==> src/rtl/hilo_pkg.sv <==
// rtl/hilo_pkg.sv - op encodings and sequencer state for hilo_unit
package hilo_pkg;

  typedef enum logic [2:0] {
    OP_MULT  = 3'd0,
    OP_MULTU = 3'd1,
    OP_DIV   = 3'd2,
    OP_DIVU  = 3'd3,
    OP_MTHI  = 3'd4,
    OP_MTLO  = 3'd5,
    OP_MFHI  = 3'd6,
    OP_MFLO  = 3'd7
  } op_e;

`ifdef HILO_MUL_EN
  typedef enum logic [1:0] {
    ST_IDLE       = 2'd0,
    ST_DIV_LAUNCH = 2'd1,
    ST_DIV_WAIT   = 2'd2,
    ST_MUL        = 2'd3
  } state_e;
`else
  typedef enum logic [1:0] {
    ST_IDLE       = 2'd0,
    ST_DIV_LAUNCH = 2'd1,
    ST_DIV_WAIT   = 2'd2
  } state_e;
`endif

endpackage

==> src/rtl/hilo_if.sv <==
// rtl/hilo_if.sv - handshake bus between hilo_unit and the iterative divider
interface hilo_if;
  logic        div_start;
  logic        div_signed;
  logic [31:0] div_dividend;
  logic [31:0] div_divisor;
  logic        div_ready;
  logic [31:0] div_quotient;
  logic [63:0] div_remainder;

  modport master (
    output div_start, div_signed, div_dividend, div_divisor,
    input  div_ready, div_quotient, div_remainder
  );

  modport slave (
    input  div_start, div_signed, div_dividend, div_divisor,
    output div_ready, div_quotient, div_remainder
  );
endinterface

==> src/rtl/hilo_mul.sv <==
// rtl/hilo_mul.sv - registered 32x32 signed/unsigned multiplier, 64-bit product
module hilo_mul (
  input  logic        clk,
  input  logic        rst_n,
  input  logic        load,
  input  logic        is_signed,
  input  logic [31:0] a,
  input  logic [31:0] b,
  output logic [63:0] product
);

  logic [31:0] a_q, a_d, b_q, b_d;
  logic        is_signed_q, is_signed_d;
  logic [63:0] a_ext, b_ext;

  always_comb begin
    a_d         = load ? a : a_q;
    b_d         = load ? b : b_q;
    is_signed_d = load ? is_signed : is_signed_q;
  end

  always_ff @(posedge clk or negedge rst_n) begin
    if (!rst_n) begin
      a_q         <= '0;
      b_q         <= '0;
      is_signed_q <= 1'b0;
    end else begin
      a_q         <= a_d;
      b_q         <= b_d;
      is_signed_q <= is_signed_d;
    end
  end

  // Low 64 bits of a sign/zero-extended product equal the true 64-bit result.
  always_comb begin
    a_ext   = {{32{is_signed_q & a_q[31]}}, a_q};
    b_ext   = {{32{is_signed_q & b_q[31]}}, b_q};
    product = a_ext * b_ext;
  end

endmodule

==> src/rtl/hilo_unit.sv <==
// rtl/hilo_unit.sv - HI/LO registers and mul/div sequencer; HILO_MUL_EN enables MULT/MULTU
module hilo_unit
  import hilo_pkg::*;
#(
  parameter int DIV_TIMEOUT = 40
) (
  input  logic        CLK,
  input  logic        RST,
  input  logic        op_valid,
  input  logic [2:0]  op,
  input  logic [31:0] rs_val,
  input  logic [31:0] rt_val,
  hilo_if.master      div_bus,
  output logic        stall,
  output logic [31:0] mf_data,
  output logic [31:0] hi,
  output logic [31:0] lo,
  output logic        dz_flag,
  output logic        timeout_flag
);

  localparam int CNT_W = $clog2(DIV_TIMEOUT);

  state_e      state_q, state_d;
  logic [31:0] hi_q, hi_d, lo_q, lo_d;
  logic [31:0] div_dividend_q, div_dividend_d, div_divisor_q, div_divisor_d;
  logic        div_signed_q, div_signed_d;
  logic        dz_flag_q, dz_flag_d, timeout_flag_q, timeout_flag_d;
  logic [CNT_W-1:0] cnt_q, cnt_d;
  logic        accept, is_div, wait_expired;
  logic        mul_load;
  logic [63:0] mul_product;
  logic        unused_rem_hi;
  op_e         op_c;

  assign op_c          = op_e'(op);
  assign accept        = op_valid && (state_q == ST_IDLE);
  assign is_div        = (op_c == OP_DIV) || (op_c == OP_DIVU);
  assign wait_expired  = (cnt_q == CNT_W'(DIV_TIMEOUT - 1));
  assign unused_rem_hi = ^div_bus.div_remainder[63:32];

`ifdef HILO_MUL_EN
  hilo_mul u_mul (
    .clk       (CLK),
    .rst_n     (RST),
    .load      (mul_load),
    .is_signed (op_c == OP_MULT),
    .a         (rs_val),
    .b         (rt_val),
    .product   (mul_product)
  );
`else
  assign mul_product = '0;
`endif

  always_ff @(posedge CLK or negedge RST) begin
    if (!RST) state_q <= ST_IDLE;
    else      state_q <= state_d;
  end

  always_comb begin
    state_d = state_q;
    case (state_q)
      ST_IDLE: begin
        if (accept && is_div && (rt_val != '0)) state_d = ST_DIV_LAUNCH;
`ifdef HILO_MUL_EN
        if (accept && ((op_c == OP_MULT) || (op_c == OP_MULTU))) state_d = ST_MUL;
`endif
      end
      ST_DIV_LAUNCH: state_d = ST_DIV_WAIT;
      ST_DIV_WAIT:   if (div_bus.div_ready || wait_expired) state_d = ST_IDLE;
      default:       state_d = ST_IDLE;
    endcase
  end

  always_comb begin
    stall   = op_valid && (state_q != ST_IDLE);
    mf_data = '0;
    if (accept && (op_c == OP_MFHI)) mf_data = hi_q;
    if (accept && (op_c == OP_MFLO)) mf_data = lo_q;
  end

  always_comb begin
    hi_d           = hi_q;
    lo_d           = lo_q;
    div_dividend_d = div_dividend_q;
    div_divisor_d  = div_divisor_q;
    div_signed_d   = div_signed_q;
    dz_flag_d      = dz_flag_q;
    timeout_flag_d = timeout_flag_q;
    cnt_d          = cnt_q;
    mul_load       = 1'b0;
    case (state_q)
      ST_IDLE: begin
        if (accept) begin
          case (op_c)
            OP_DIV, OP_DIVU: begin
              if (rt_val == '0) begin
                dz_flag_d = 1'b1;
              end else begin
                div_dividend_d = rs_val;
                div_divisor_d  = rt_val;
                div_signed_d   = (op_c == OP_DIV);
              end
            end
            OP_MULT, OP_MULTU: mul_load = 1'b1;
            OP_MTHI: hi_d = rs_val;
            OP_MTLO: lo_d = rs_val;
            default: ;
          endcase
        end
      end
      ST_DIV_LAUNCH: cnt_d = '0;
      ST_DIV_WAIT: begin
        // A result on the last allowed cycle still wins over the timeout.
        if (div_bus.div_ready) begin
          lo_d = div_bus.div_quotient;
          hi_d = div_bus.div_remainder[31:0];
        end else if (wait_expired) begin
          timeout_flag_d = 1'b1;
        end else begin
          cnt_d = cnt_q + CNT_W'(1);
        end
      end
`ifdef HILO_MUL_EN
      ST_MUL: {hi_d, lo_d} = mul_product;
`endif
      default: ;
    endcase
  end

  always_ff @(posedge CLK or negedge RST) begin
    if (!RST) begin
      hi_q           <= '0;
      lo_q           <= '0;
      div_dividend_q <= '0;
      div_divisor_q  <= '0;
      div_signed_q   <= 1'b0;
      dz_flag_q      <= 1'b0;
      timeout_flag_q <= 1'b0;
      cnt_q          <= '0;
    end else begin
      hi_q           <= hi_d;
      lo_q           <= lo_d;
      div_dividend_q <= div_dividend_d;
      div_divisor_q  <= div_divisor_d;
      div_signed_q   <= div_signed_d;
      dz_flag_q      <= dz_flag_d;
      timeout_flag_q <= timeout_flag_d;
      cnt_q          <= cnt_d;
    end
  end

  assign div_bus.div_start    = (state_q == ST_DIV_LAUNCH);
  assign div_bus.div_signed   = div_signed_q;
  assign div_bus.div_dividend = div_dividend_q;
  assign div_bus.div_divisor  = div_divisor_q;
  assign hi           = hi_q;
  assign lo           = lo_q;
  assign dz_flag      = dz_flag_q;
  assign timeout_flag = timeout_flag_q;

endmodule

==> src/flat_wrapper.sv <==
// flat-port wrapper written by rule: the top's interface ports become plain ports
module hilo_unit_flat import hilo_pkg::*;
#(
  parameter int DIV_TIMEOUT = 40
)
  (CLK, RST, op_valid, op, rs_val, rt_val, stall, mf_data, hi, lo, dz_flag, timeout_flag, div_bus_div_start, div_bus_div_signed, div_bus_div_dividend, div_bus_div_divisor, div_bus_div_ready, div_bus_div_quotient, div_bus_div_remainder);
  hilo_if div_bus_i ();
  input  logic CLK;
  input  logic RST;
  input  logic op_valid;
  input  logic [2:0] op;
  input  logic [31:0] rs_val;
  input  logic [31:0] rt_val;
  output logic stall;
  output logic [31:0] mf_data;
  output logic [31:0] hi;
  output logic [31:0] lo;
  output logic dz_flag;
  output logic timeout_flag;
  output wire logic [$bits(div_bus_i.div_start)-1:0] div_bus_div_start;
  output wire logic [$bits(div_bus_i.div_signed)-1:0] div_bus_div_signed;
  output wire logic [$bits(div_bus_i.div_dividend)-1:0] div_bus_div_dividend;
  output wire logic [$bits(div_bus_i.div_divisor)-1:0] div_bus_div_divisor;
  input wire logic [$bits(div_bus_i.div_ready)-1:0] div_bus_div_ready;
  input wire logic [$bits(div_bus_i.div_quotient)-1:0] div_bus_div_quotient;
  input wire logic [$bits(div_bus_i.div_remainder)-1:0] div_bus_div_remainder;
  assign div_bus_div_start = div_bus_i.div_start;
  assign div_bus_div_signed = div_bus_i.div_signed;
  assign div_bus_div_dividend = div_bus_i.div_dividend;
  assign div_bus_div_divisor = div_bus_i.div_divisor;
  assign div_bus_i.div_ready = div_bus_div_ready;
  assign div_bus_i.div_quotient = div_bus_div_quotient;
  assign div_bus_i.div_remainder = div_bus_div_remainder;
  hilo_unit #(.DIV_TIMEOUT(DIV_TIMEOUT)) u_core (.CLK(CLK), .RST(RST), .op_valid(op_valid), .op(op), .rs_val(rs_val), .rt_val(rt_val), .div_bus(div_bus_i), .stall(stall), .mf_data(mf_data), .hi(hi), .lo(lo), .dz_flag(dz_flag), .timeout_flag(timeout_flag));
endmodule
==> config.mk <==
export PLATFORM = sky130hd
export DESIGN_NAME = hilo_unit_flat
export DESIGN_NICKNAME = d
export VERILOG_FILES = /design/src/rtl/hilo_pkg.sv /design/src/rtl/hilo_if.sv /design/src/rtl/hilo_mul.sv /design/src/rtl/hilo_unit.sv /design/src/flat_wrapper.sv
export SDC_FILE = /design/constraint.sdc
export NUM_CORES = 1
export LEC_CHECK = 0
export BUFFER_PORTS_ARGS = -buffer_cell sky130_fd_sc_hd__buf_2
export CORE_MARGIN = 3
export CORE_UTILIZATION = 25
export DETAILED_ROUTE_END_ITERATION = 7
export PLACE_DENSITY_LB_ADDON = 0.2
export SYNTH_ARGS = -nofsm -noshare
export SYNTH_HDL_FRONTEND = slang
export SYNTH_SLANG_ARGS = --single-unit
==> constraint.sdc <==
create_clock -name CLK -period 3.7 [get_ports CLK]
set_input_delay 0.37 -clock CLK [delete_from_list [all_inputs] [get_ports CLK]]
set_output_delay 0.37 -clock CLK [all_outputs]
set_load 0.1 [all_outputs]
==> results by group <==
Placed design
  • HPWL Detailed: 15.1 mm
  • Port bufs: 299
  • Post-Place Cells: 1188
  • RD Place Congestion: 0.783

Synth
  • Ys Warns: 0
  • Simple-gate share of the synthesized area: 0.145
  • Main combinational cell family by area after synthesis: multiplexers
  • Synth Area in Compound Gates: 0.0141
  • Post-synthesis xor/xnor area fraction: 0.00270
  • Number of flops mapped to enable cells by yosys: 0
  • Distinct cells, synth: 33
  • Sequential share of the synthesized area: 0.536
  • Synth Instances: 579
  • Mapped Area: 0.00649 mm2
  • Post-Synth Adder-Cell Area: 0.00193
  • Mux contribution to synthesized area: 0.275
  • Average size of a mapped cell: 11.2 um2
  • Fraction of registers with async set/reset: 1.00
  • Post-synth top flop: dfrtp_1
  • Yosys reg bits: 139
  • Syn nets: 747

Routing
  • WL/cell: 16.9 um
  • DR pass1 iterations: 4
  • Final ANT Viol Nets: 0
  • Vias: 5319
  • Via/cell ratio: 4.36
  • Drt initial violations: 191
  • Residual DRC: 0
  • Post-Route WL: 20.6 mm

Flow run
  • Max Cap Viol: 0

Global route
  • Largest net degree at the start of global routing: 79
  • First-pass GRT wire length: 32.4 mm
  • Initial antenna violation count: 0
  • GR Overflow Total: 0
  • Vias in the first global route: 5488
  • Gr usage total: 0.147

Setup path
  • Crit-path max FO: 17
  • CP Cell Sequence: nor2_1, nand4_1, buf_4, nor2_1, buf_2
  • R2R depth: 5
  • Setup CP Type: register to output port
  • Startpoint Class: register
  • WP data required: 3.33 ns
  • Cell repeated most along the worst path: nor2_1
  • Slowest CP cell: dfrtp_1
  • Worst path max stage delay: 0.49 ns
  • WP data arrival: 2.09 ns
  • CP endpoint kind: output port

Timing
  • Final Hold Vio Count: 8
  • Setup TNS: 0 ns
  • F_max: 406 MHz
  • Final setup fails: 0
  • Post-route clock period utilization: 0.665
  • Final min period: 2.46 ns
  • Slew headroom: 0.346
  • Fin. max-slew vios: 0
  • Min Hold Slack: -0.0182 ns
  • RSZ-0062 raised after global routing: no
  • Final Skew: 0.0108 ns
  • Slew @ Worst Pin: 0.980 ns

Clocking
  • PostCTS Resize Cnt: 0
  • CTS H-tree lvls: 4
  • CTS Buffer Depth: 2
  • CTS clk-pin slew, worst paths: 0.06 ns
  • Hold-fix buffers at CTS: 0
  • Clk Latency, worst-skew pair: 0.42 ns
  • Sink Count: 139
  • TritonCTS Buffers: 17
  • CTS tree: done
  • Clock Root Buffer: clkbuf_16
  • Postcts setup bufs: 0

Die
  • Height of the die: 167 um
  • Die X: 167 um
  • DIE AREA: 0.0279 mm2
  • Core Region: 0.0253 mm2
  • I/O pins: 332
  • Initial core utilization: 0.256
  • Cell Rows: 58

Outcome
  • Status: finished with violations
  • Failing checks: negative hold slack

Cells and area
  • Nets: 1045
  • Final Util: 0.353
  • Diode count: 0
  • Commonest non-fill, non-tap cell in the layout: buf_2
  • Most frequent cells in the layout: buf_2 (298), nand2_1 (167), dfrtp_1 (139)
  • Area growth from synthesis to layout: 37.6%
  • Share of layout cells above drive strength 1: 0.485
  • Non-Filler Instances: 1220

Power
  • Power density cells: 1010 mW/mm2
  • Leakage power: 4.60 nW
  • Peak VDD IR: 0.606 mV
  • Pwr Total: 0.00899 W

Hold path
  • Worst min path class: primary input to asynchronous set/reset pin
-- critical path, delay by kind of cell, from the launching register on --
family / cells / cell delay (ns)
buf+inv: 2 / 0.68
simple gates: 3 / 0.50
flops: 1 / 0.49
-- routing by layer --
layer  GRT usage  part of all wire  wire length, um
met5           0                 0                0
met3      0.0312             0.055             1130
met4      0.0377            0.0093              191
met2       0.251              0.50            10200
met1       0.191              0.44             9050
-- synth_stat cells (2+ instances only) --
master    number  area share
mux2i_1       32       0.049
a21o_1         2      0.0023
inv_1          2      0.0012
nand4_1        4      0.0039
buf_6          4      0.0069
mux2_1        46       0.080
nand2b_1       3      0.0029
mux2_2        84        0.15
clkbuf_1      16      0.0092
nand3_1        3      0.0023
dfrtp_1      139        0.54
nor2b_1        4      0.0039
nor2_1        37       0.021
nand2_1      167       0.097
o21ai_0        3      0.0023
buf_2          9      0.0069
nor4_1         8      0.0077
-- stage by stage --
| step | instance area (um2) | setup slack, ns |
|---|---|---|
| floorplan | 6490 | 0.913 |
| global placement | 8390 | 1.03 |
| detailed placement | 8390 | 1.04 |
| CTS | 8940 | 1.18 |
| global route | 8940 | 1.10 |
| finish | 8940 | 1.24 |
-- cell families after synthesis --
kind of cell    Yosys count
compound gates           12
flops                   139
mux                     162
simple gates            230
buf+inv                  33
xor+xnor                  2
fa+ha+maj                 1
-- state kept, by name (all words and copies together), names as in the netlist --
| name | cells |
|---|---|
| u_core.cnt_q | 6 |
| u_core.div_bus.div_divisor | 32 |
| u_core.state_q | 2 |
| u_core.div_bus.div_signed | 1 |
| u_core.hi | 32 |
| u_core.dz_flag | 1 |
| u_core.div_bus.div_dividend | 32 |
| u_core.timeout_flag | 1 |
| u_core.lo | 32 |
-- where the power goes --
part	leakage [nW]	switching (W)	internal (W)	total, W
Combinational	2.66	0.00422	0.000812	0.00503
Sequential	1.67	0.000336	0.00200	0.00233
Clock	0.272	0.000691	0.000930	0.00162
-- layout make-up --
| class | count | area (um2) |
|---|---|---|
| fill | 2645 | 16400 |
| sequential | 139 | 3480 |
| multi-input combinational | 407 | 2880 |
| timing repair buffer | 310 | 1610 |
| clock buffer | 19 | 433 |
| tap | 330 | 413 |
| clock inverter | 13 | 119 |
| inverter | 2 | 7.51 |
-- final timing paths --
kind                                         from                              to  slack (ns)
worst max register to register  u_core.state_q[1]                   u_core.lo[25]        1.47
min in group CLK                       rt_val[26]  u_core.div_bus.div_divisor[26]        0.18
worst min register to register     u_core.dz_flag                  u_core.dz_flag        0.45
worst max-delay path            u_core.state_q[0]                      mf_data[1]        1.24
max in group asynchronous                     RST                   u_core.lo[20]        2.81
worst min-delay path                          RST                 u_core.cnt_q[4]       -0.02
No activity file was read; power rests on OpenSTA's default activity.
